==> config.mk <==
export PLATFORM = sky130hd
export DESIGN_NAME = ama_riscv_fwd_hazard_unit
export DESIGN_NICKNAME = d
export VERILOG_FILES = /design/src/rtl/ama_riscv_fwd_hazard_unit_pkg.sv /design/src/rtl/ama_riscv_fwd_hazard_unit_match.sv /design/src/rtl/ama_riscv_fwd_hazard_unit.sv
export SDC_FILE = /design/constraint.sdc
export NUM_CORES = 1
export LEC_CHECK = 0
export BUFFER_PORTS_ARGS = -buffer_cell sky130_fd_sc_hd__buf_2
export CORE_ASPECT_RATIO = 0.6
export CORE_UTILIZATION = 51
export CTS_CLUSTER_SIZE = 16
export DETAILED_ROUTE_END_ITERATION = 8
export PLACE_DENSITY = 0.73
export RECOVER_POWER = 100
export SLEW_MARGIN = 20
export SYNTH_ARGS = -nofsm -noshare
export SYNTH_HDL_FRONTEND = slang
export SYNTH_SLANG_ARGS = --single-unit
==> constraint.sdc <==
create_clock -name clk -period 7.1 [get_ports clk]
set_clock_uncertainty 0.1 [all_clocks]
set_input_delay 0.355 -clock clk [delete_from_list [all_inputs] [get_ports clk]]
set_output_delay 0.355 -clock clk [all_outputs]
set_load 0.005 [all_outputs]
==> src/rtl/ama_riscv_fwd_hazard_unit_pkg.sv <==
// Shared types and constants for the forwarding / hazard unit.
// A tag describes one in-flight instruction: whether it is live, where it writes and
// whether the written value only appears late because the instruction is a load.

package ama_riscv_fwd_hazard_unit_pkg;

  localparam int FWD_SRC_NONE = 0;
  localparam logic [4:0] RF_X0_ZERO = 5'd0;
  localparam int TAG_W = 8;

  typedef struct packed {
    logic       vld;
    logic [4:0] rd;
    logic       we;
    logic       ld;
  } fwd_tag_t;

  localparam fwd_tag_t TAG_BUBBLE = '{vld: 1'b0, rd: 5'd0, we: 1'b0, ld: 1'b0};

  // A stage can feed an operand only if it is live, writes a register and that
  // register is the one being read; x0 is hard-wired, so it never matches.
  function automatic logic tag_match(input fwd_tag_t tag, input logic [4:0] rs);
    return tag.vld && tag.we && (tag.rd != RF_X0_ZERO) && (tag.rd == rs);
  endfunction

endpackage

==> src/rtl/ama_riscv_fwd_hazard_unit_match.sv <==
// Per-operand forwarding source selection.
// Looks at every tracked stage and picks the youngest (smallest index) stage that writes
// the operand's register. Also flags a load-use hazard when that youngest producer is a
// load whose data is not yet available at that stage.

module ama_riscv_fwd_match
  import ama_riscv_fwd_hazard_unit_pkg::*;
#(
  parameter int FWD_DEPTH = 3,
  parameter int LOAD_LAT  = 2,
  parameter int SRC_W     = $clog2(FWD_DEPTH + 1)
) (
  input  logic [FWD_DEPTH*TAG_W-1:0] tag_vec,
  input  logic [4:0]                 rs,
  input  logic                       used,
  output logic [SRC_W-1:0]           src,
  output logic                       hazard
);

  // Scan oldest to youngest so the youngest match is the last one written and wins;
  // an older load therefore can never raise a hazard that a younger producer hides.
  always_comb begin
    fwd_tag_t tag;
    src    = SRC_W'(FWD_SRC_NONE);
    hazard = 1'b0;
    tag    = TAG_BUBBLE;
    for (int k = FWD_DEPTH; k >= 1; k--) begin
      tag = fwd_tag_t'(tag_vec[(k-1)*TAG_W +: TAG_W]);
      if (used && tag_match(tag, rs)) begin
        src    = SRC_W'(k);
        hazard = tag.ld && (k < LOAD_LAT);
      end
    end
  end

endmodule

==> src/rtl/ama_riscv_fwd_hazard_unit.sv <==
// Forwarding and load-use hazard unit for the deepened pipeline.
// Keeps a small pipe of destination tags mirroring the stages after ID (stage 1 = EX)
// and, from those tags plus the decoded ID instruction, drives the operand-forwarding
// selects for the ALU, branch compare and store data. When the youngest producer of an
// operand is a load that has not reached LOAD_LAT, ID is held and a bubble enters EX.

module ama_riscv_fwd_hazard_unit
  import ama_riscv_fwd_hazard_unit_pkg::*;
#(
  parameter int FWD_DEPTH = 3,
  parameter int LOAD_LAT  = 2,
  parameter int CNT_W     = 32,
  localparam int SRC_W    = $clog2(FWD_DEPTH + 1)
) (
  input  logic             clk,
  input  logic             rst,
  input  logic             stall_ext,
  input  logic             flush_id,
  input  logic [4:0]       rs1_id,
  input  logic [4:0]       rs2_id,
  input  logic             rs1_used_id,
  input  logic             rs2_used_id,
  input  logic [4:0]       rd_id,
  input  logic             reg_we_id,
  input  logic             load_inst_id,
  input  logic             alu_a_sel,
  input  logic             alu_b_sel,
  input  logic             store_inst_id,
  input  logic             branch_inst_id,
  output logic [SRC_W-1:0] fwd_a_src,
  output logic [SRC_W-1:0] fwd_b_src,
  output logic [SRC_W-1:0] bc_a_src,
  output logic [SRC_W-1:0] bcs_b_src,
  output logic             stall_id,
  output logic [CNT_W-1:0] stall_cnt
);

  fwd_tag_t [FWD_DEPTH:1]       tag_q;
  logic [FWD_DEPTH*TAG_W-1:0]   tag_vec;
  logic [SRC_W-1:0]             src_rs1;
  logic [SRC_W-1:0]             src_rs2;
  logic                         haz_rs1;
  logic                         haz_rs2;
  fwd_tag_t                     tag_id;

  assign tag_vec = tag_q;
  assign tag_id  = '{vld: 1'b1, rd: rd_id, we: reg_we_id, ld: load_inst_id};

  ama_riscv_fwd_match #(
    .FWD_DEPTH (FWD_DEPTH),
    .LOAD_LAT  (LOAD_LAT),
    .SRC_W     (SRC_W)
  ) u_match_rs1 (
    .tag_vec (tag_vec),
    .rs      (rs1_id),
    .used    (rs1_used_id),
    .src     (src_rs1),
    .hazard  (haz_rs1)
  );

  ama_riscv_fwd_match #(
    .FWD_DEPTH (FWD_DEPTH),
    .LOAD_LAT  (LOAD_LAT),
    .SRC_W     (SRC_W)
  ) u_match_rs2 (
    .tag_vec (tag_vec),
    .rs      (rs2_id),
    .used    (rs2_used_id),
    .src     (src_rs2),
    .hazard  (haz_rs2)
  );

  // A killed ID instruction cannot consume anything, so a flush cancels the stall.
  assign stall_id = (haz_rs1 | haz_rs2) & ~flush_id;

  // Route each operand's source to the muxes that actually read it; everything is
  // parked on "no forward" while ID is stalled so the bubble carries no stale select.
  always_comb begin
    fwd_a_src = SRC_W'(FWD_SRC_NONE);
    fwd_b_src = SRC_W'(FWD_SRC_NONE);
    bc_a_src  = SRC_W'(FWD_SRC_NONE);
    bcs_b_src = SRC_W'(FWD_SRC_NONE);
    if (!stall_id) begin
      if (!alu_a_sel)                     fwd_a_src = src_rs1;
      if (!alu_b_sel)                     fwd_b_src = src_rs2;
      if (branch_inst_id)                 bc_a_src  = src_rs1;
      if (store_inst_id || branch_inst_id) bcs_b_src = src_rs2;
    end
  end

  // Tag pipe advances with the pipeline; an external stall freezes every stage, and a
  // hazard or flush sends a bubble into EX in place of the ID instruction.
  always_ff @(posedge clk) begin
    if (rst) begin
      for (int k = 1; k <= FWD_DEPTH; k++) begin
        tag_q[k] <= TAG_BUBBLE;
      end
    end else if (!stall_ext) begin
      for (int k = FWD_DEPTH; k >= 2; k--) begin
        tag_q[k] <= tag_q[k-1];
      end
      if (stall_id || flush_id) begin
        tag_q[1] <= TAG_BUBBLE;
      end else begin
        tag_q[1] <= tag_id;
      end
    end
  end

  // Performance counter of cycles lost to load-use stalls; cycles frozen by an
  // external stall are not charged to the hazard, and the count sticks at all-ones.
  always_ff @(posedge clk) begin
    if (rst) begin
      stall_cnt <= '0;
    end else if (stall_id && !stall_ext && (stall_cnt != {CNT_W{1'b1}})) begin
      stall_cnt <= stall_cnt + 1'b1;
    end
  end

endmodule

==> results.tsv, run 1 <==
stage	metric	value	unit
layout	utilization	60.4	%
sta	fin_crit	3.22	ns
die	core	0.00557	mm2
yosys	synth_compound_area_share	17.8	%
yosys	yosys.area.top_type	dfxtp_1	
layout	layout_common_cells	dfxtp_1, buf_2, nor2_1, a21oi_1, clkbuf_1	
clocking	clkSinkCount	54	
yosys	synthTopCellsByArea	dfxtp_1, xnor2_1, a21oi_1	
place	gp_congestion	0.996	
sta	setup_viol	0	
layout	final_area	0.00337	mm2
clocking	post_cts_resized	0	
worst_setup_path	cp-end-kind	flip-flop	
sta	rsz0062_at_grt	false	
clocking	cts_made_buffers	5	
yosys	synthSimpleGateAreaFrac	28.3	%
yosys	synthMuxAreaShare	5.52	%
layout	final_common_cell	dfxtp_1	
sta	fmax	311	MHz
clocking	tritoncts	built	
detailed_routing	routedWlPerCell	15.9	um
yosys	synth-adder-area-share	0.425	%
sta	finalCritPeriodShare	45.3	%
detailed_routing	ant_nets	0	
die	dieHeight	60.9	um
global_route	grt.overflow.total	0	
pwr	leakage	1.18	nW
yosys	synthesis.area	0.00294	mm2
worst_setup_path	crit_required	7.24	ns
worst_setup_path	max_stage_delay	1.06	ns
layout	diodes	0	
sta	fin_setup_tns	0	ns
die	fp.dieW	100	um
worst_setup_path	critPathTopFamily	simple AND/OR/NAND/NOR gates	
place	hpwl	5910	um
pwr	power_per_cell_area	157	mW/mm2
worst_setup_path	start_kind	flip-flop	
global_route	grt_usage	26.2	%
yosys	synth_top_family_by_area	simple AND/OR/NAND/NOR gates	
clocking	cts_root_buf	clkbuf_8	
layout	drive_gt1_share	14.3	%
clocking	cts_hold_buf	0	
yosys	seq_area_frac_synth	36.7	%
yosys	netlist.area_leader.share	36.7	%
clocking	postCtsSetupBuffers	0	
run_status	status	completed	
die	dieArea	0.00609	mm2
yosys	yosysUniqueCellTypes	43	
layout	ff_latch_area	0.00108	mm2
sta	finalHoldWorstSlack	0.156	ns
layout	area_growth	14.3	%
worst_setup_path	path_max_fanout	8	
yosys	syn_area_per_cell	8.41	um2
place	placed_area	0.00333	mm2
worst_setup_path	crit_chain	or4_1, o211ai_1, and4b_2, o21ai_0, nor4b_1, a22o_1	
detailed_routing	viasPerCell	5.89	
detailed_routing	drc	0	
die	ioPinCount	68	
sta	relSlewSlack	12.4	%
global_route	grt_max_degree	52	
layout	multi_input_area	0.00177	mm2
clocking	cts_buffer_depth	2	
worst_setup_path	worstPathArrival	3.36	ns
clocking	htreeDepth	2	
yosys	syn-num-nets	378	
clocking	insertion_delay	0.31	ns
yosys	synthXorXnorAreaFrac	8.92	%
worst_setup_path	path_buf_inv	0	
sta	hold_viol	0	
die	num_rows	21	
global_route	antenna_found_initial	0	
clocking	cts.clk_slew.worst_paths	0.09	ns
pwr	ir_worst_vdd	0.0000966	V
job	max_cap_viol_count	0	
layout	fillers	517	
yosys	yosys_register_bits	54	
yosys	yosys_warnings	0	
global_route	grt_pass1_vias	2262	
die	start_util	52.9	%
place	io_buffers	67	
global_route	grt_first_pass_wirelength	12100	um
worst_setup_path	slowest_stage	nor4b_1	
detailed_routing	wl	7830	um
detailed_routing	drtPass1Iterations	5	
yosys	postSynthCellCount	350	
sta	tightestPinTransition	1.30	ns
detailed_routing	vias	2905	
detailed_routing	drt_iter0_markers	294	
worst_setup_path	critPathKind	reg -> reg	
sta	drv_slew	0	
worst_hold_path	hold_path.class	in -> reg	
layout	nNetsFinal	440	
[worst register-to-register path, stage by stage, from the launching register on]
cell      delay [ns]
dfxtp_1         0.38
or4_1           0.53
o211ai_1        0.29
and4b_2         0.30
o21ai_0         0.23
nor4b_1         1.06
a22o_1          0.27
[area by class of cell]
type | instances | share of cell area, %
clock buffers | 7 | 2.57
clock inverters | 1 | 0.149
inverters | 3 | 0.335
multi-input cells | 280 | 52.6
flip-flops and latches | 54 | 32.1
well taps | 80 | 2.97
repair buffers | 68 | 9.26
[worst paths after layout]
path / startpoint / endpoint / slack [ns] / cells after the start
setup / recovery: tag_q[3]$_SDFFE_PP0N_ / tag_q[1]$_SDFFE_PP0N_ / 3.88 / 6
hold reg to reg: stall_cnt[5]$_SDFFE_PP0P_ / stall_cnt[5]$_SDFFE_PP0P_ / 0.40 / 2
hold / removal: load_inst_id / tag_q[0]$_SDFFE_PP0N_ / 0.16 / 2
setup reg to reg: tag_q[3]$_SDFFE_PP0N_ / tag_q[1]$_SDFFE_PP0N_ / 3.88 / 6
[cell usage after synthesis, drive strengths merged]
cell     count
or3         16
a22o         7
nor4b        1
o31ai       10
buf          4
a31o         2
a211oi       2
and2         5
clkbuf       9
mux2         2
nand4       18
a21oi       33
o2111ai      1
nor2b        5
xor2         8
o21ai       22
inv          3
and3         4
nand3       13
nand2       21
xnor2       22
nor3         9
a211o        1
nor4         4
dfxtp       54
o211ai       3
mux2i       14
and4b        3
nand2b       2
ha           1
a21o         2
nor2        33
a2111o       1
o22ai        1
or3b         1
or4         13
[power breakdown]
group | switching (W) | leakage, nW | internal [W]
clock network | 0.0000968 | 0.0482 | 0.0000789
logic | 0.0000228 | 0.697 | 0.0000188
registers | 0.00000502 | 0.436 | 0.000306
total | 0.000125 | 1.18 | 0.000404
[logic make-up after synthesis]
family                   Yosys count
multiplexers                      16
flip-flops                        54
buffers and inverters             16
adder cells (fa/ha/maj)            1
AND/OR/NAND/NOR                  148
AO/OA/AOI/OAI                     85
XOR/XNOR                          30
[metrics by stage]
step / setup WS, ns / power [W] / cells
after floorplan: 4.74 / 0.000342 / 350
after global placement: 4.48 / 0.000359 / 485
after detailed placement: 4.40 / 0.000360 / 485
after CTS: 4.05 / 0.000532 / 493
after global routing: 3.62 / 0.000550 / 493
final: 3.88 / 0.000528 / 493
[registers in the layout (all words and copies together) (netlist names)]
signal / flops
stall_cnt: 32
tag_q: 22
[metal layers]
| metal | global-route usage (%) | part of all wire (%) |
|---|---|---|
| met1 | 43.8 | 54 |
| met2 | 33.5 | 38 |
| met3 | 4.95 | 7.3 |
| met4 | 4.55 | 0.54 |
| met5 | 0 | 0 |
(Power assumes the default switching activity.)
==> run 2: changes to the inputs <==
Settings changed: CORE_UTILIZATION 51 to 49, PLACE_DENSITY 0.73 to 0.74.
Clock period 7.1 ns to 2.73 ns, I/O delays scaled along.
==> run 2 against run 1 <==
Combinational power rose to 2.9 times the previous value. Wire length rose by 4.1%. Global-route usage fell by 0.51 points. Worst hold slack got worse by 0.085 ns. Core utilization rose by 2.5 points. Clock power rose to 2.9 times the previous value. Via count rose by 4.4%. Register-to-register slack got worse by 3.7 ns. First-iteration DRC count fell by 9.5%. Die area rose by 4.0%. Critical path type is now reg -> out. Critical endpoint is now bc_a_src[0]. Highest routed layer unchanged.
==> results.tsv, run 2 (synthesis gave the netlist of run 1 again) <==
stage	metric	value	unit	change
pwr	power_per_cell_area	402	mW/mm2	was 157 mW/mm2
sta	drv_slew	0		unchanged
global_route	grt_first_pass_wirelength	12300	um	was 12100 um
detailed_routing	wl	8150	um	was 7830 um
pwr	p_int	0.00111	W	was 0.000404 W
worst_setup_path	slowest_stage	or4_1		was nor4b_1
pwr	power_frac_comb	8.4	%	was 7.9%
die	dieHeight	62.0	um	was 60.9 um
global_route	grt_pass1_vias	2390		was 2262
clocking	htreeDepth	2		unchanged
worst_setup_path	crit_chain	or4_1, o211ai_2, and4b_2, o21ai_2, buf_4, nand2_1, nor2_1, buf_2		was or4_1, o211ai_1, and4b_2, o21ai_0, nor4b_1, a22o_1
place	io_buffers	67		unchanged
pwr	p_seq_share	56.3	%	was 58.9%
worst_setup_path	crit_end	bc_a_src[0]		was tag_q[1]$_SDFFE_PP0N_
clocking	clkSinkCount	54		unchanged
die	ioPinCount	68		unchanged
worst_setup_path	crit_required	2.49	ns	was 7.24 ns
worst_setup_path	setup.worst_path.start	tag_q[3]$_SDFFE_PP0N_		unchanged
sta	fmax	381	MHz	
die	fp.dieW	102	um	was 100 um
worst_setup_path	rr_startpoint	tag_q[5]$_SDFFE_PP0N_		was tag_q[3]$_SDFFE_PP0N_
layout	largest_reg_flops	32		unchanged
global_route	grt_usage	25.7	%	was 26.2%
run_status	status	completed		unchanged
global_route	grt_max_degree	46		was 52
pwr	switchingPower	0.000325	W	was 0.000125 W
pwr	leakage	1.30	nW	was 1.18 nW
pwr	ir_worst_vdd	0.000275	V	was 0.0000966 V
pwr	p_clk_share	35.3	%	was 33.3%
worst_setup_path	worstPathArrival	2.39	ns	was 3.36 ns
global_route	grt.overflow.total	0		unchanged
worst_setup_path	path_buf_inv	2		was 0
worst_setup_path	r2r_cells	7		was 6
worst_setup_path	reg2reg_to	stall_cnt[30]$_SDFFE_PP0P_		was tag_q[1]$_SDFFE_PP0N_
worst_setup_path	max_stage_delay	0.55	ns	was 1.06 ns
sta	relSlewSlack	63.8	%	was 12.4%
detailed_routing	drt_iter0_markers	266		was 294
layout	area_growth	21.4	%	was 14.3%
sta	hold_viol	0		unchanged
die	num_rows	21		unchanged
worst_setup_path	critPathKind	reg -> out		was reg -> reg
detailed_routing	ant_nets	0		unchanged
sta	fin_crit	2.63	ns	
worst_setup_path	path_depth	8		was 6
sta	finalCritPeriodShare	96.2	%	
detailed_routing	drc	0		unchanged
clocking	cts.clk_slew.worst_paths	0.09	ns	about the same
global_route	antenna_found_initial	0		unchanged
detailed_routing	viasPerCell	5.93		was 5.89
sta	tightestPinTransition	0.539	ns	was 1.30 ns
clocking	insertion_delay	0.30	ns	was 0.31 ns
clocking	cts_made_buffers	5		unchanged
place	hpwl	6260	um	was 5910 um
layout	layout_common_cells	dfxtp_1, buf_2, nor2_1, a21oi_1, clkbuf_1		unchanged
worst_setup_path	start_kind	flip-flop		unchanged
pwr	swShare	22.7	%	was 23.6%
layout	nNetsFinal	459		was 440
job	max_cap_viol_count	0		unchanged
place	gp_congestion	0.936		was 0.996
layout	final_common_cell	dfxtp_1		unchanged
sta	setup_viol	0		unchanged
detailed_routing	vias	3034		was 2905
worst_setup_path	path_max_fanout	5		was 8
clocking	tritoncts	built		unchanged
layout	reg_top3	stall_cnt x32, tag_q x22		unchanged
detailed_routing	drtPass1Iterations	5		unchanged
die	core	0.00568	mm2	was 0.00557 mm2
die	dieArea	0.00633	mm2	was 0.00609 mm2
sta	worst_slack	0.105	ns	was 3.88 ns
die	start_util	51.9	%	was 52.9%
worst_setup_path	ff2ff_setup_slack	0.17	ns	was 3.88 ns
clocking	cts_root_buf	clkbuf_8		unchanged
layout	drive_gt1_share	18.1	%	was 14.3%
detailed_routing	routedWlPerCell	15.9	um	about the same
worst_setup_path	cp-end-kind	output port		was flip-flop
worst_hold_path	hold_path.class	in -> reg		unchanged
sta	finalHoldWorstSlack	0.0706	ns	was 0.156 ns
place	dp_slack	0.227	ns	was 4.40 ns
layout	regMostFlops	stall_cnt		unchanged
worst_setup_path	critPathTopFamily	simple AND/OR/NAND/NOR gates		unchanged
layout	diodes	0		unchanged
clocking	cts_buffer_depth	2		unchanged
[run 2: cell types whose count changed in the layout (fill, tap and decap cells not counted), moves of 5 or more]
| cell | delta |
|---|---|
| clkbuf_2 | -5 |
| dlygate4sd3_1 | +7 |
| buf_2 | +7 |
| buf_4 | +10 |
[run 2: how the worst min path moves through the flow]
stage / from / endpoint / depth (start not counted)
global placement: rd_id[1] / tag_q[3]$_SDFFE_PP0N_ / 2
detailed placement: rd_id[1] / tag_q[3]$_SDFFE_PP0N_ / 2
finish: rst / tag_q[14]$_SDFFE_PP0N_ / 2
floorplan: load_inst_id / tag_q[0]$_SDFFE_PP0N_ / 1
global route: rst / tag_q[13]$_SDFFE_PP0N_ / 2
CTS: rst / tag_q[14]$_SDFFE_PP0N_ / 2
[run 2: power groups by stage]
| stage | clock, W | sequential (W) | combinational, W |
|---|---|---|---|
| after floorplan | 0 | 0.000822 | 0.0000681 |
| after global placement | 0 | 0.000825 | 0.000110 |
| after detailed placement | 0 | 0.000826 | 0.000112 |
| after CTS | 0.000519 | 0.000807 | 0.000120 |
| after global routing | 0.000552 | 0.000810 | 0.000131 |
| final | 0.000506 | 0.000808 | 0.000121 |
[run 2: metrics by stage]
step | cells | total power (W) | TNS, ns | area (um2) | util (%)
detailed placement | 496 | 0.000938 | 0 | 3410 | 60.1
finish | 512 | 0.00144 | 0 | 3570 | 63.0
global route | 512 | 0.00149 | -0.0378 | 3570 | 63.0
global placement | 496 | 0.000935 | 0 | 3410 | 60.1
CTS | 511 | 0.00145 | 0 | 3590 | 63.3
floorplan | 350 | 0.000890 | 0 | 2940 | -
[run 2: layer usage]
metal	vias up	part of all wire, %	global-route usage [%]
met4	0	0.36	5.31
met2	133	39	33.6
met5	-	0	0
li1	1479	-	-
met3	2	8.0	4.25
met1	1420	53	42.3
[run 2: worst reg2reg max path: cells and delay by family (launching register included)]
kind	cells	cell delay [ns]
AND/OR/NAND/NOR	3	1.02
buffers and inverters	1	0.16
flip-flops	1	0.44
AO/OA/AOI/OAI	3	0.79
[run 2: final cells by class]
| cell class | instances | area (um2) |
|---|---|---|
| fill | 537 | 2100 |
| multi-input combinational | 280 | 1800 |
| sequential | 54 | 1080 |
| timing repair buffer | 87 | 467 |
| clock buffer | 8 | 110 |
| tap | 80 | 100 |
| inverter | 3 | 11.3 |
[run 2: repair_timing]
action	CTS	global route
hold buffers	7	0
hold endpoints to repair	7	0
resized for setup	1	5
pin swaps	0	1
endpoints found under the setup margin	2	8
buffers inserted	0	1
